**src/rtl/rst_seq_ctrl.sv**
```systemverilog
// Reset sequencer: syncs board reset, waits for PLL lock, releases mem/periph/core.
// Optional lock-wait timeout is enabled by defining RST_LOCK_TIMEOUT_EN.
module rst_seq_ctrl #(
  parameter int STAGE_DLY  = 16,
  parameter int ASSERT_CYC = 8,
  parameter int CNT_W      = 8,
  parameter int LOCK_TO    = 200
) (
  input  logic       clk,
  input  logic       sys_rst_n,
  input  logic       pll_locked,
  input  logic       sw_rst_req,
  input  logic       wdt_rst_req,
  output logic       mem_rst_n,
  output logic       periph_rst_n,
  output logic       core_rst_n,
  output logic       rst_busy,
  output logic [3:0] rst_cause
);

  localparam logic [2:0] S_HOLD   = 3'd0;
  localparam logic [2:0] S_WAIT   = 3'd1;
  localparam logic [2:0] S_MEM    = 3'd2;
  localparam logic [2:0] S_PERIPH = 3'd3;
  localparam logic [2:0] S_RUN    = 3'd4;
  localparam logic [2:0] S_ASSERT = 3'd5;

  localparam logic [CNT_W-1:0] STG_LAST  = CNT_W'(STAGE_DLY - 1);
  localparam logic [CNT_W-1:0] ASRT_LAST = CNT_W'(ASSERT_CYC - 1);
  localparam logic [CNT_W-1:0] LOCK_LAST = CNT_W'(LOCK_TO - 1);

  logic [1:0]       sync_q;
  logic [2:0]       state;
  logic [CNT_W-1:0] cnt;
  logic             byp;
  logic             lock_lost;
  logic             any_req;

  // byp: sequence was forced through by timeout, so ignore lock level
  assign lock_lost = !pll_locked && !byp;
  assign any_req   = lock_lost || wdt_rst_req || sw_rst_req;

`ifdef RST_LOCK_TIMEOUT_EN
  always_ff @(posedge clk or negedge sys_rst_n) begin
    if (!sys_rst_n) begin
      byp <= 1'b0;
    end else if (pll_locked) begin
      byp <= 1'b0;
    end else if (state == S_WAIT && cnt == LOCK_LAST) begin
      byp <= 1'b1;
    end
  end
`else
  logic unused_cfg;
  assign byp        = 1'b0;
  assign unused_cfg = ^LOCK_LAST;
`endif

  always_ff @(posedge clk or negedge sys_rst_n) begin
    if (!sys_rst_n) begin
      sync_q       <= 2'b00;
      state        <= S_HOLD;
      cnt          <= '0;
      mem_rst_n    <= 1'b0;
      periph_rst_n <= 1'b0;
      core_rst_n   <= 1'b0;
      rst_busy     <= 1'b1;
      rst_cause    <= 4'b0001;
    end else begin
      sync_q <= {sync_q[0], 1'b1};
      case (state)
        S_HOLD: begin
          cnt <= '0;
          if (sync_q[1]) state <= S_WAIT;
        end
        S_WAIT: begin
          if (pll_locked) begin
            mem_rst_n <= 1'b1;
            cnt       <= '0;
            state     <= S_MEM;
`ifdef RST_LOCK_TIMEOUT_EN
          end else if (cnt == LOCK_LAST) begin
            mem_rst_n <= 1'b1;
            cnt       <= '0;
            state     <= S_MEM;
            rst_cause <= rst_cause | 4'b1000;
          end else begin
            cnt <= cnt + 1'b1;
`endif
          end
        end
        S_MEM, S_PERIPH: begin
          if (lock_lost) begin
            mem_rst_n    <= 1'b0;
            periph_rst_n <= 1'b0;
            core_rst_n   <= 1'b0;
            rst_busy     <= 1'b1;
            rst_cause    <= 4'b1000;
            cnt          <= '0;
            state        <= S_ASSERT;
          end else if (cnt == STG_LAST) begin
            cnt <= '0;
            if (state == S_MEM) begin
              periph_rst_n <= 1'b1;
              state        <= S_PERIPH;
            end else begin
              core_rst_n <= 1'b1;
              rst_busy   <= 1'b0;
              state      <= S_RUN;
            end
          end else begin
            cnt <= cnt + 1'b1;
          end
        end
        S_RUN: begin
          if (any_req) begin
            mem_rst_n    <= 1'b0;
            periph_rst_n <= 1'b0;
            core_rst_n   <= 1'b0;
            rst_busy     <= 1'b1;
            rst_cause    <= {lock_lost, wdt_rst_req, sw_rst_req, 1'b0};
            cnt          <= '0;
            state        <= S_ASSERT;
          end
        end
        S_ASSERT: begin
          if (cnt == ASRT_LAST) begin
            cnt   <= '0;
            state <= S_WAIT;
          end else begin
            cnt <= cnt + 1'b1;
          end
        end
        default: begin
          cnt   <= '0;
          state <= S_HOLD;
        end
      endcase
    end
  end

endmodule

```
**config.mk**
```make
export PLATFORM = sky130hd
export DESIGN_NAME = rst_seq_ctrl
export DESIGN_NICKNAME = d
export VERILOG_FILES = /design/src/rtl/rst_seq_ctrl.sv
export SDC_FILE = /design/constraint.sdc
export NUM_CORES = 1
export LEC_CHECK = 0
export ABC_AREA = 1
export CORE_UTILIZATION = 26
export CTS_CLUSTER_DIAMETER = 50
export CTS_CLUSTER_SIZE = 40
export DETAILED_ROUTE_END_ITERATION = 8
export PLACE_DENSITY_LB_ADDON = 0.15
export SLEW_MARGIN = 10
export SYNTH_ARGS = -nofsm -noshare
export SYNTH_HDL_FRONTEND = slang
export SYNTH_SLANG_ARGS = --single-unit
```
**constraint.sdc**
```tcl
create_clock -name clk -period 1.9 [get_ports clk]
set_clock_uncertainty 0.1 [all_clocks]
set_input_delay 0.285 -clock clk [delete_from_list [all_inputs] [get_ports clk]]
set_output_delay 0.285 -clock clk [all_outputs]
set_load 0.03 [all_outputs]
```
==> out/metrics.cfg <==
[clock_tree]
insertion_delay_ps = 260
ctsRootBufferMaster = clkbuf_8
cts_sinks = 21
cts-buffers-inserted = 3
cts_htree_levels = 1
cts_tree = done
path_clk_slew_ps = 80
clk_path_buf_depth = 2

[yosys]
synthTopCellsByCount = nand2_1, nand3_1, dfrtp_1
seq_area_frac_synth = 0.4433
synth_flop_cell = dfrtp_1
async_reset_ff_frac = 1.000
yosysWarnings = 0
syn_inst = 162
yosys.area.top_type = dfrtp_1
synth_cell_types = 21
syn_area_per_cell_um2 = 7.353
netlist_area_um2 = 1191
ys_ff_latch = 21
synth_edf_count = 0
syn_nets = 168
synth.area.top_cells = dfrtp_1, nand2_1, nand3_1
yosysTopAreaCellShare = 0.3992
yosysMostFrequentCell = nand2_1

[hold_path]
hp-class = flip-flop to flip-flop

[placed_design]
place_congestion = 0.7655
io_buffers = 12
post-place-ws_ps = 109.0
dp_hpwl_um = 2114
postPlaceCellArea_um2 = 1394

[global_routing]
grt_max_degree = 22
track_usage = 0.1262
grt_pass1_wl_um = 4933
grt_pass1_vias = 1079
grt_overflow = 0
antenna_found_initial = 0

[cells_and_area]
multi_input_area_um2 = 585.6
synthToLayoutAreaGrowth_pct = 21.11
nNetsFinal = 187
n_antenna_cell = 0
register_area_um2 = 528.0
drive_above_1_share = 0.1278
nFillCells = 469
design_area_um2 = 1443

[power_and_ir_drop]
internal-power_mw = 1.029
p_seq_frac = 0.361
finalPower_mw = 1.847
swShare = 0.4429
cellLeakagePower_nw = 0.7374
pwr-share-clk = 0.163
p_per_area_nw_per_um2 = 1280
switching_power_mw = 0.8182
peakVddDrop_v = 0.0006487
comb_power_share = 0.476

[route]
routed_wl_um = 2770
via_count = 1092
drt-wirelength-per-cell_um = 11.94
vias_per_cell = 4.707
initialDrtViolationCount = 44
drt-pass1-iter-count = 4
antenna_left = 0
drc = 0

[worst_setup_path]
critPathMaxFanout = 2
critical_path_class = flip-flop to primary output
cp_top_family = buffers and inverters
path_cells = clkdlybuf4s50_1
cp_slowest_cell = clkdlybuf4s50_1
cp.arrival_ps = 1460
worstSetupEndpointType = primary output
crit_required_ps = 1510
cp-start-kind = flip-flop
max_stage_delay_ps = 660
worst-path-buf-inv = 1

[timing]
finalCriticalPeriod_ps = 1844
rsz0062_at_grt = false
hold_ws_ps = 253.2
hold_viol = 0
setup_violations = 0
setup_ws_ps = 56.05
min_period_over_period = 0.9705
drv_slew = 0
clock.fmax_mhz = 542.3
setup_tns_ps = 0

[floorplan]
die_w_um = 69.69
rows = 24
start_util = 0.2717
die_y_um = 69.69
die_area_um2 = 4856
ios = 13
coreArea_um2 = 4384

[flow_run]
cap_violations = 0

[run_status]
outcome = complete, no violations

==> layout make-up <==
type,instances,share of cell area
clock buffers,3,0.02862
well taps,52,0.04510
multi-input cells,120,0.4059
repair buffers,15,0.09887
clock inverters,1,0.003469
inverters,20,0.05204
flip-flops and latches,21,0.3660
==> repair_timing <==
action | in CTS | in global routing
hold buffers | 0 | 0
endpoints found under the setup margin | 0 | 2
buffers inserted | 0 | 0
resized for setup | 0 | 1
==> power groups by stage <==
stage               Sequential (mW)  Combinational (mW)  Clock [mW]
floorplan                     0.796               0.464           0
global placement              0.673               0.881           0
detailed placement            0.673               0.890           0
CTS                           0.666               0.892       0.314
global route                  0.687               0.994       0.340
finish                        0.667               0.880       0.301
==> path summary, 6_finish.rpt <==
check	slack [ps]	endpoint	from	cells past startpoint
min	250	sync_q[1]	sync_q[0]	0
max in group asynchronous	1160	rst_busy	sys_rst_n	2
max	60	rst_busy	rst_busy	1
max reg2reg	200	core_rst_n	cnt[0]	8
min reg2reg	250	sync_q[1]	sync_q[0]	0
min in group asynchronous	260	cnt[7]	sys_rst_n	2
==> registers in the layout (all words and copies together) (netlist names) <==
signal,flops
periph_rst_n,1
mem_rst_n,1
rst_busy,1
sync_q,2
cnt,8
state,3
rst_cause,4
core_rst_n,1
==> stage by stage <==
stage,util,instances
2_1_floorplan,-,162
3_3_place_gp,0.3179,228
3_5_place_dp,0.3179,228
4_1_cts,0.3285,232
5_1_grt,0.3291,232
6_report,0.3291,232
==> layer usage <==
metal | up-vias | wire length [µm] | global-route usage
met5 | - | 0 | 0
met1 | 525 | 1322 | 0.1553
li1 | 546 | - | -
met4 | 0 | 12 | 0.02444
met3 | 2 | 83 | 0.03779
met2 | 19 | 1351 | 0.2190
==> cell usage in the layout, fill, tap and decap left out <==
cell             Yosys  routed
a22oi_1              1       1
and2_1               1       1
buf_4                0       3
clkbuf_8             0       3
clkdlybuf4s50_1      0      12
clkinv_2             0       1
conb_1               1       1
dfrtp_1             19      19
dfstp_2              2       2
ha_2                 0       1
inv_1               17      17
inv_2                3       3
mux2i_1              1       1
nand2_1             56      56
nand2_2              1       1
nand3_1             21      21
nand3_2              2       2
nand3b_1             2       2
nand4_1              5       5
nor2_1              15      15
nor2_2               1       1
nor2_4               5       5
o21ai_0              6       6
or2_2                1       1
==> worst reg2reg max path, cell delays in order, from the launching register on <==
cell     delay, ps
dfrtp_1        420
ha_2           290
nand3_2        110
nor2_2         230
nor2_4          80
nor2_4         150
nand2_1        110
nand2_1         80
nand2_1         40
==> kinds of logic after synthesis <==
group	count (synthesis)	share of synthesized area
multiplexers	1	0.008404
flip-flops	21	0.4433
AO/OA/AOI/OAI	7	0.03152
AND/OR/NAND/NOR	110	0.4359
buffers and inverters	21	0.06722
adder cells (fa/ha/maj)	1	0.01050
other	1	0.003148
Note: power is estimated with default switching activity, not from simulation.
